<file path="src/rtl/aes_pkg.sv">
// Shared types and helpers for the AES key schedule: key-length encodings,
// FSM states, the round-key FIFO entry, and small word/byte functions.
package aes_pkg;

    typedef enum logic [1:0] {
        KEY_128  = 2'b00,
        KEY_192  = 2'b01,
        KEY_256  = 2'b10,
        KEY_RSVD = 2'b11
    } key_len_e;

    typedef enum logic [1:0] {
        ST_IDLE   = 2'd0,
        ST_EXPAND = 2'd1,
        ST_DRAIN  = 2'd2
    } state_e;

    typedef struct packed {
        logic [127:0] data;
        logic [3:0]   index;
        logic         last;
    } rk_entry_t;

    function automatic logic [3:0] nk(input logic [1:0] kl);
        case (kl)
            KEY_128: return 4'd4;
            KEY_192: return 4'd6;
            default: return 4'd8;
        endcase
    endfunction

    function automatic logic [3:0] nr(input logic [1:0] kl);
        case (kl)
            KEY_128: return 4'd10;
            KEY_192: return 4'd12;
            default: return 4'd14;
        endcase
    endfunction

    function automatic logic [7:0] xtime(input logic [7:0] b);
        return {b[6:0], 1'b0} ^ (b[7] ? 8'h1b : 8'h00);
    endfunction

    function automatic logic [31:0] rotword(input logic [31:0] w);
        return {w[23:0], w[31:24]};
    endfunction

endpackage

</file>
<file path="src/rtl/aes_sbox.sv">
// Combinational AES S-box: GF(2^8) inverse (as x^254) followed by the affine map.
module aes_sbox
    import aes_pkg::*;
(
    input  logic [7:0] value,
    output logic [7:0] subst
);

    function automatic logic [7:0] gmul(input logic [7:0] a, input logic [7:0] b);
        logic [7:0] p;
        logic [7:0] aa;
        p  = 8'h00;
        aa = a;
        for (int i = 0; i < 8; i++) begin
            if (b[i]) p = p ^ aa;
            aa = xtime(aa);
        end
        return p;
    endfunction

    // x^254 = x^2 * x^4 * ... * x^128; maps 0 to 0 as AES requires
    function automatic logic [7:0] sbox(input logic [7:0] x);
        logic [7:0] sq;
        logic [7:0] inv;
        sq  = x;
        inv = 8'h01;
        for (int i = 1; i < 8; i++) begin
            sq  = gmul(sq, sq);
            inv = gmul(inv, sq);
        end
        return inv ^ {inv[6:0], inv[7]} ^ {inv[5:0], inv[7:6]}
                   ^ {inv[4:0], inv[7:5]} ^ {inv[3:0], inv[7:4]} ^ 8'h63;
    endfunction

    assign subst = sbox(value);

endmodule

</file>
<file path="src/rtl/aes_key_expander.sv">
// AES-128/192/256 key schedule: one 32-bit word per cycle, round keys
// collected into 128-bit entries and streamed out through a small FIFO.
module aes_key_expander
    import aes_pkg::*;
#(
    parameter int RK_FIFO_DEPTH = 2
) (
    input  logic         clk,
    input  logic         rst_n,
    input  logic         start,
    input  logic [1:0]   key_len,
    input  logic [255:0] init_key,
    input  logic         rk_ready,
    output logic         rk_valid,
    output logic [127:0] rk_data,
    output logic [3:0]   rk_index,
    output logic         rk_last,
    output logic         busy,
    output logic         err
);

    localparam int PW = (RK_FIFO_DEPTH > 1) ? $clog2(RK_FIFO_DEPTH) : 1;
    localparam int CW = $clog2(RK_FIFO_DEPTH + 1);

    state_e         state, state_nxt;
    logic [5:0]     j, last_j;
    logic [2:0]     jmod;
    logic [3:0]     nk_r;
    logic [7:0]     rcon;
    logic [255:0]   key_r;
    logic [31:0]    win [8];
    logic [31:0]    col [3];
    rk_entry_t      fifo [RK_FIFO_DEPTH];
    logic [PW-1:0]  wr_ptr, rd_ptr;
    logic [CW-1:0]  count;

    logic           accept, bad, full, pop, stall, advance, push;
    logic           in_key, rot_step, sub_step;
    logic [31:0]    prev, back, sub_in, sub_out, temp, w_new;

    function automatic logic [PW-1:0] ptr_inc(input logic [PW-1:0] p);
        return (p == PW'(RK_FIFO_DEPTH - 1)) ? '0 : p + 1'b1;
    endfunction

    // Word generator: w[j] from the window (w[j-1] at win[7], w[j-Nk] at win[8-Nk])
    assign prev     = win[7];
    assign back     = win[3'(4'd8 - nk_r)];
    assign in_key   = j < {2'b00, nk_r};
    assign rot_step = !in_key && (jmod == 3'd0);
    assign sub_step = !in_key && (nk_r == 4'd8) && (jmod == 3'd4);
    assign sub_in   = rot_step ? rotword(prev) : prev;

    for (genvar b = 0; b < 4; b++) begin : g_sub
        aes_sbox u_sbox (.value(sub_in[8*b +: 8]), .subst(sub_out[8*b +: 8]));
    end

    assign temp  = rot_step ? (sub_out ^ {rcon, 24'h0}) : (sub_step ? sub_out : prev);
    assign w_new = in_key ? key_r[255:224] : (back ^ temp);

    // FSM outputs and handshake qualifiers
    always_comb begin
        busy    = (state != ST_IDLE) || (count != '0);
        accept  = start && !busy && (key_len != KEY_RSVD);
        bad     = start && !busy && (key_len == KEY_RSVD);
        full    = (count == CW'(RK_FIFO_DEPTH));
        pop     = rk_valid && rk_ready;
        stall   = (state == ST_EXPAND) && (j[1:0] == 2'd3) && full && !pop;
        advance = (state == ST_EXPAND) && !stall;
        push    = advance && (j[1:0] == 2'd3);
    end

    always_comb begin
        state_nxt = state;
        case (state)
            ST_IDLE:   if (accept) state_nxt = ST_EXPAND;
            ST_EXPAND: if (advance && (j == last_j)) state_nxt = ST_DRAIN;
            ST_DRAIN:  if ((count == '0) || ((count == CW'(1)) && pop)) state_nxt = ST_IDLE;
            default:   state_nxt = ST_IDLE;
        endcase
    end

    always_ff @(posedge clk or negedge rst_n) begin
        if (!rst_n) state <= ST_IDLE;
        else        state <= state_nxt;
    end

    always_ff @(posedge clk or negedge rst_n) begin
        if (!rst_n) begin
            j      <= '0;
            jmod   <= '0;
            last_j <= '0;
            nk_r   <= 4'd4;
            rcon   <= 8'h01;
            key_r  <= '0;
            err    <= 1'b0;
            for (int i = 0; i < 8; i++) win[i] <= '0;
            for (int i = 0; i < 3; i++) col[i] <= '0;
        end else begin
            err <= bad;
            if (accept) begin
                j      <= '0;
                jmod   <= '0;
                rcon   <= 8'h01;
                nk_r   <= nk(key_len);
                last_j <= {4'(nr(key_len) + 4'd1), 2'b00} - 6'd1;
                key_r  <= init_key;
            end else if (advance) begin
                j     <= j + 6'd1;
                jmod  <= (jmod == 3'(nk_r - 4'd1)) ? 3'd0 : jmod + 3'd1;
                key_r <= {key_r[223:0], 32'h0};
                if (rot_step) rcon <= xtime(rcon);
                for (int i = 0; i < 7; i++) win[i] <= win[i+1];
                win[7] <= w_new;
                if (j[1:0] != 2'd3) col[j[1:0]] <= w_new;
            end
        end
    end

    // Round-key FIFO: circular buffer, push and pop may share an edge
    always_ff @(posedge clk or negedge rst_n) begin
        if (!rst_n) begin
            wr_ptr <= '0;
            rd_ptr <= '0;
            count  <= '0;
            for (int i = 0; i < RK_FIFO_DEPTH; i++) fifo[i] <= '0;
        end else begin
            if (push) begin
                fifo[wr_ptr] <= '{data:  {col[0], col[1], col[2], w_new},
                                  index: j[5:2],
                                  last:  (j == last_j)};
                wr_ptr <= ptr_inc(wr_ptr);
            end
            if (pop) rd_ptr <= ptr_inc(rd_ptr);
            if (push && !pop)      count <= count + 1'b1;
            else if (!push && pop) count <= count - 1'b1;
        end
    end

    assign rk_valid = (count != '0);
    assign rk_data  = fifo[rd_ptr].data;
    assign rk_index = fifo[rd_ptr].index;
    assign rk_last  = fifo[rd_ptr].last;

endmodule

</file>
<file path="config.mk">
export PLATFORM = sky130hd
export DESIGN_NAME = aes_key_expander
export DESIGN_NICKNAME = d
export VERILOG_FILES = /design/src/rtl/aes_pkg.sv /design/src/rtl/aes_sbox.sv /design/src/rtl/aes_key_expander.sv
export SDC_FILE = /design/constraint.sdc
export NUM_CORES = 2
export LEC_CHECK = 0
export BUFFER_PORTS_ARGS = -buffer_cell sky130_fd_sc_hd__buf_2
export CORE_ASPECT_RATIO = 0.75
export CORE_MARGIN = 2
export CORE_UTILIZATION = 40
export CTS_CLUSTER_DIAMETER = 150
export DETAILED_ROUTE_END_ITERATION = 8
export MAX_ROUTING_LAYER = met4
export RECOVER_POWER = 50
export SLEW_MARGIN = 15
export SYNTH_ARGS = -nofsm -noshare
export SYNTH_HDL_FRONTEND = slang
export SYNTH_SLANG_ARGS = --single-unit
</file>
<file path="constraint.sdc">
create_clock -name clk -period 17.1 [get_ports clk]
set_clock_uncertainty 0.2 [all_clocks]
set_input_delay 1.71 -clock clk [delete_from_list [all_inputs] [get_ports clk]]
set_output_delay 1.71 -clock clk [all_outputs]
set_load 0.01 [all_outputs]
</file>
* Word level (Yosys, flattened, before mapping)
Cells that the tools add are included.
** Storage, ports and cells
- Flip-flop bits (word level) :: 908
- Input bits :: 262
- Output and inout port bits :: 136
- Logic and storage cells :: 1733
** Operators by class
- Add/sub/neg operators :: 10
- $lt $le $gt $ge :: 7
- Eq/ne operators :: 16
- Muxes and demuxes :: 850
- Bitwise operators :: 784
- Reductions and logical operators :: 38
** Operators with widths (number)
- 8-bit XOR :: 744
- 8-bit two-way mux :: 423
- 5-bit two-way mux :: 369
- 133-bit two-way mux :: 4
- 256-bit two-way mux :: 2
- 266-bit bitwise mux :: 1
- 32-bit two-way mux :: 7
- 133-bit demux with 1-bit select :: 1
- 32-bit binary-select mux with 3-bit select :: 1
- 96-bit bitwise mux :: 1
- 32-bit demux with 2-bit select :: 1
- 32-bit XOR :: 2
- 6-bit two-way mux :: 6
- 7-bit two-way mux :: 4
- 1-bit inverter (first input constant) :: 28
- 3-bit two-way mux :: 7
- 4-bit two-way mux :: 5
- 1-bit logical AND :: 18
- 2-bit two-way mux :: 9
- 4-bit inverter :: 4
- 2-bit nonzero test :: 5
- 2-bit == test (second input constant) :: 4
- 2-bit != test (second input constant) :: 4
- 4-bit case mux with 2 select lines :: 1
- 35 further kinds :: 54

* Longest topological paths before layout
- Word-level depth :: 141
- Depth in mapped cells :: 86

* Hierarchy
Synthesis repeated with hierarchy kept, for this count alone.
** Unflattened totals
- Cell total of the unflattened synthesis :: 11648
- Area, all modules :: 100159.8 um^2
** Modules (own cells, without submodules)
- aes_sbox :: instances 4, cells each 1942, area each 15220.8 um^2, sequential area each 0.0 um^2
- aes_key_expander :: instances 1, cells each 3880, area each 39276.4 um^2, sequential area each 22624.2 um^2

* Least setup slack after synthesis
Ideal clock, no wire load.
- Path kind :: reg2reg
- From :: register nk_r[2]
- To :: register fifo[30] (netlist bit)
- Library setup time :: 0.095 ns
- Arrival :: 18.598 ns
- Path slack :: -1.793 ns
- Stages on the path, launching flop included :: 80
- Buffers on the path :: 14
- Period minus slack after synthesis :: 18.893 ns
- Cell sequence :: dfstp_2 inv_1 ha_1 a2111oi_4 o21a_4 buf_6 nor3_1 nor2_2 inv_2 ha_1 clkbuf_1 o21ai_0 xor2_1 xnor2_1 inv_1 buf_2 buf_1 ha_1 [... 44 more ...] nor3_1 nor4_1 nor4_1 a2111o_1 a31oi_1 or4_1 a21oi_1 or3_1 clkbuf_1 a21oi_1 a311oi_1 xor2_1 xor3_1 a32o_1 nor3_1 xnor2_1 nor2_2 o31ai_1
** On the way
- Word-level cells in the longest chain between the ends :: 138
- Elaborated cells on any way between the ends :: 408
** RTL lines
- from (decl) :: RTL line aes_key_expander.sv:28 : logic [3:0] nk_r;
- from (signal assigned) :: RTL line aes_key_expander.sv:104 : nk_r <= nk(key_len);
- 6-bit by 4-bit less-than comparator with 1-bit output :: RTL line aes_key_expander.sv:48 : assign in_key = j < {2'b00, nk_r};
- 1-bit logical NOT :: RTL line aes_key_expander.sv:49, aes_key_expander.sv:50
- 1-bit logical AND :: RTL line aes_key_expander.sv:49 : assign rot_step = !in_key && (jmod == 3'd0);
- 32-bit two-way mux :: RTL line aes_key_expander.sv:51 : assign sub_in = rot_step ? rotword(prev) : prev;
- 5-bit two-way mux, or another cell as far along :: RTL line aes_pkg.sv:41 : return {b[6:0], 1'b0} ^ (b[7] ? 8'h1b : 8'h00);
- 8-bit XOR (on tied branches) :: RTL line aes_pkg.sv:41, aes_sbox.sv:15
- 8-bit XOR / 8-bit two-way mux (equally long branches) :: RTL line aes_sbox.sv:15 : if (b[i]) p = p ^ aa;
- 8-bit two-way mux / 8-bit XOR (equally long branches) :: RTL line aes_sbox.sv:15
- [... 120 more ...]
- 8-bit XOR (2 in series) :: RTL line aes_sbox.sv:31 : return inv ^ {inv[6:0], inv[7]} ^ {inv[5:0], inv[7:6]}
- 8-bit XOR (2 in series) :: RTL line aes_sbox.sv:32 : ^ {inv[4:0], inv[7:5]} ^ {inv[3:0], inv[7:4]} ^ 8'h63;
- 4-bit inverter (no source line)
- 32-bit two-way mux / 32-bit XOR (equally long branches) :: RTL line aes_key_expander.sv:57 : assign temp = rot_step ? (sub_out ^ {rcon, 24'h0}) : (sub_step ? sub_out : prev);
- 32-bit two-way mux :: RTL line aes_key_expander.sv:57
- 32-bit XOR :: RTL line aes_key_expander.sv:58 : assign w_new = in_key ? key_r[255:224] : (back ^ temp);
- 32-bit two-way mux (*) :: RTL line aes_key_expander.sv:58
- 266-bit bitwise mux (*) :: RTL line aes_key_expander.sv:128 : fifo[wr_ptr] <= '{data: {col[0], col[1], col[2], w_new},
- to (signal, indexed assignment) :: RTL line aes_key_expander.sv:128
- to (decl) :: RTL line aes_key_expander.sv:33 : rk_entry_t fifo [RK_FIFO_DEPTH];
Mark *: on every way between the ends. The rest lies on a longest branch, timed or not. The select of a mux whose other input is x is not followed.
A chain may end at the register's enable or synchronous reset.

* Final worst setup path
- From :: register j[1]
- To :: register fifo[34] (netlist bit)
** On the way
- Word-level cells in the longest chain between the ends :: 138
- Elaborated cells on any way between the ends :: 409
** RTL lines
- from (decl) :: RTL line aes_key_expander.sv:26 : logic [5:0] j, last_j;
- from (signal assigned) :: RTL line aes_key_expander.sv:108 : j <= j + 6'd1;
- 6-bit by 4-bit less-than comparator with 1-bit output :: RTL line aes_key_expander.sv:48
- 1-bit logical NOT :: RTL line aes_key_expander.sv:49, aes_key_expander.sv:50
- 1-bit logical AND :: RTL line aes_key_expander.sv:49
- 32-bit two-way mux :: RTL line aes_key_expander.sv:51
- 5-bit two-way mux, or another cell as far along :: RTL line aes_pkg.sv:41
- 8-bit XOR (on tied branches) :: RTL line aes_pkg.sv:41, aes_sbox.sv:15
- 8-bit XOR / 8-bit two-way mux (equally long branches) :: RTL line aes_sbox.sv:15
- 8-bit two-way mux / 8-bit XOR (equally long branches) :: RTL line aes_sbox.sv:15
- [... 120 more ...]
- 8-bit XOR (2 in series) :: RTL line aes_sbox.sv:31
- 8-bit XOR (2 in series) :: RTL line aes_sbox.sv:32
- 4-bit inverter (no source line)
- 32-bit two-way mux / 32-bit XOR (equally long branches) :: RTL line aes_key_expander.sv:57
- 32-bit two-way mux :: RTL line aes_key_expander.sv:57
- 32-bit XOR :: RTL line aes_key_expander.sv:58
- 32-bit two-way mux :: RTL line aes_key_expander.sv:58
- 266-bit bitwise mux :: RTL line aes_key_expander.sv:128
Several ways; a longest one is shown, not always the timed one.

==> out/summary.txt <==
Status = finished, violations left
Failing checks = capacitance limit, slew limit
Reg2reg path depth = 73
Mapped Cells = 12,500
# hold bufs at CTS = 0
Grt total ovfl = 0
Final count of hold timing violations = 0
Final period util = 98.2%
Drc violations = 0
Post-synth top flop = dfrtp_1
RSZ-0062 raised after global routing = true
Crit path max-delay cell type = nor2b_1
CTS HTree Levels = 3
Vias in the first global route = 86,400
Pre-CTS WS = -0.497 ns
Startpoint Class = flop
Synth cell types = 123
Worst setup path startpoint = j[1]$_DFFE_PN0P_
Top cell type by total area after synthesis = dfrtp_1
Critical path required time = 17.44 ns
Layout area overhead = 23.5%
Syn_nets = 12,800
CP dominant cell by count = xnor2_1
CP Capture Point = fifo[34]$_DFFE_PN0P_
Layout fillers = 23,500
Max Cap Viol = 13
CTS tree = done
Post-synth design cell area = 98,200 um^2
Final Setup Violations = 0
Avg Inst Size Synth = 7.83 um^2
CTS Buf Count = 83
#FFs+latches synth = 904
Post-detail-place hpwl = 253,000 um
Fmax = 59.5 MHz
Largest cells by area after synthesis = dfrtp_1 23%, xnor2_1 15%, nand2_1 10%
Critical Path Max Stage Delay = 0.69 ns
Flop-to-flop setup slack = 0.30 ns
Initial DRT Pass Iterations = 8
Final nets = 14,000
Vias per cell = 5.59
Initial antenna violation count = 18
Wirelength per Cell = 20.4 um
Seq/Total Area, Yosys = 23.0%
Vias = 95,200
CTS sink cnt = 904
Num rows = 157
Worst reg2reg startpoint = j[1]$_DFFE_PN0P_
Clock latency on the worst-skew pair = 0.70 ns
Class of the worst hold path = flop to flop
Slew @ Worst Pin = 8.19 ns
Gr usage total = 27.4%
TNS Setup = 0 ns
DRT antenna net count = 0
R2R Path End = fifo[34]$_DFFE_PN0P_
Die Y = 433 um
Top-level I/O count = 398
Crit-path max FO = 8
Core Region = 244,000 um^2
Die area = 249,000 um^2
CTS Root Cell = clkbuf_16
Initial DRC count = 10,800
M1 GR Usage = 41.4%
Most frequent cells in the layout = 2,733 x nand2_1, 1,476 x xnor2_1, 1,435 x buf_4, 1,273 x nor2_1, 899 x dfrtp_1
Met3 usage = 4.52%
Commonest non-fill, non-tap cell in the layout = nand2_1
Worst hold slack = 0.255 ns
Slew Viols, Final = 1,161
Yosys warns = 0
IO Port Bufs = 397
Crit path DAT = 17.14 ns
Final WS setup = 0.304 ns
Fin crit period = 16.80 ns
Crit path kind = flop to flop
WL final = 347,000 um
CP Capture Type = flop
Die X-Extent = 576 um
Met2 Usage GRT = 38.6%
Post-synth ARST share = 100%
Post-synth EDFFs = 0
Busiest layer in global routing = met1
Share of layout cells above drive strength 1 = 23.4%
Max clock buf depth = 3
CTS clk-pin slew, worst paths = 0.07 ns
Post-synth top area share = 23.0%
Starting Density = 40.2%
First-pass GRT wire length = 531,000 um
Slew HR = -446%
Largest net degree at the start of global routing = 208
Routability cong. = 0.962
## cells in the mapped netlist, types with 192 or more instances
library cell  instances
dfrtp_1             902
a21oi_1             468
nor2_1             1309
o21ai_0             435
xnor2_1            1708
mux2_2              192
nand3_1             314
clkbuf_1            652
nor3_1              255
xnor3_1             288
mux2i_1             203
nand2_1            2745
xor2_1              439
a22oi_1             283
## registers in the layout (all words and copies together), names as in the netlist
signal  count
key_r     256
nk_r        3
rd_ptr      1
fifo      266
col        96
prev       32
j           6
rcon        8
win       224
wr_ptr      1
last_j      3
jmod        3
err         1
count       2
state       2
## cell type report
| cell class | instances | area [um^2] | area share, % |
|---|---|---|---|
| diodes | 15 | 37.5 | 0.0310 |
| clock buffers | 117 | 2420 | 1.99 |
| clock inverters | 33 | 377 | 0.311 |
| inverters | 132 | 510 | 0.421 |
| multi-input cells | 10600 | 76700 | 63.3 |
| flip-flops and latches | 904 | 22600 | 18.7 |
| well taps | 3259 | 4080 | 3.36 |
| repair buffers | 1948 | 14500 | 12.0 |
## critical path: cells and delay by family, from the launching register on
family | cells | cell delay, ns
buf+inv | 15 | 2.31
mux | 2 | 0.25
compound gates | 14 | 2.82
simple gates | 13 | 2.71
xor+xnor | 28 | 7.68
flops | 1 | 0.38
fa+ha+maj | 1 | 0.24
## worst min-delay path by stage
stage,startpoint,to,slack (ns),cells after the start
6_report,win[154]$_DFFE_PN0P_,win[186]$_DFFE_PN0P_,0.25,2
3_3_place_gp,win[84]$_DFFE_PN0P_,win[116]$_DFFE_PN0P_,0.24,2
4_1_cts,win[151]$_DFFE_PN0P_,win[183]$_DFFE_PN0P_,0.25,2
5_1_grt,win[153]$_DFFE_PN0P_,win[185]$_DFFE_PN0P_,0.27,2
2_1_floorplan,win[68]$_DFFE_PN0P_,win[100]$_DFFE_PN0P_,0.24,2
3_5_place_dp,win[154]$_DFFE_PN0P_,win[186]$_DFFE_PN0P_,0.25,2
## repair_timing
item / in CTS / in global routing
endpoints found under the setup margin: 127 / 192
setup buffers: 17 / 170
cloned: 2 / 3
pin swaps: 20 / 221
resized for setup: 52 / 689
## metrics by stage
stage	cell area [um^2]	instances	util, %
floorplan	99100	12500	-
global placement	113000	16700	46.2
detailed placement	113000	16700	46.2
CTS	116000	16900	47.6
global route	121000	17000	49.7
finish	121000	17000	49.7
## logic make-up after synthesis
family	synth area share, %
and+or+nand+nor	22.4
xor gates and xnor gates	28.6
AOI/OAI and AO/OA	16.2
buffers and inverters	4.10
DFF	23.0
muxes	5.18
adders and majority gates	0.543
## routing by layer
layer / routed length [um] / share of wire (%)
met5: 0 / 0
met4: 5110 / 1.5
met3: 29900 / 8.6
met2: 147000 / 42
met1: 165000 / 48
Power is not shown: default switching activity piles up to over one toggle a cycle in this logic, so the estimate is an artifact.
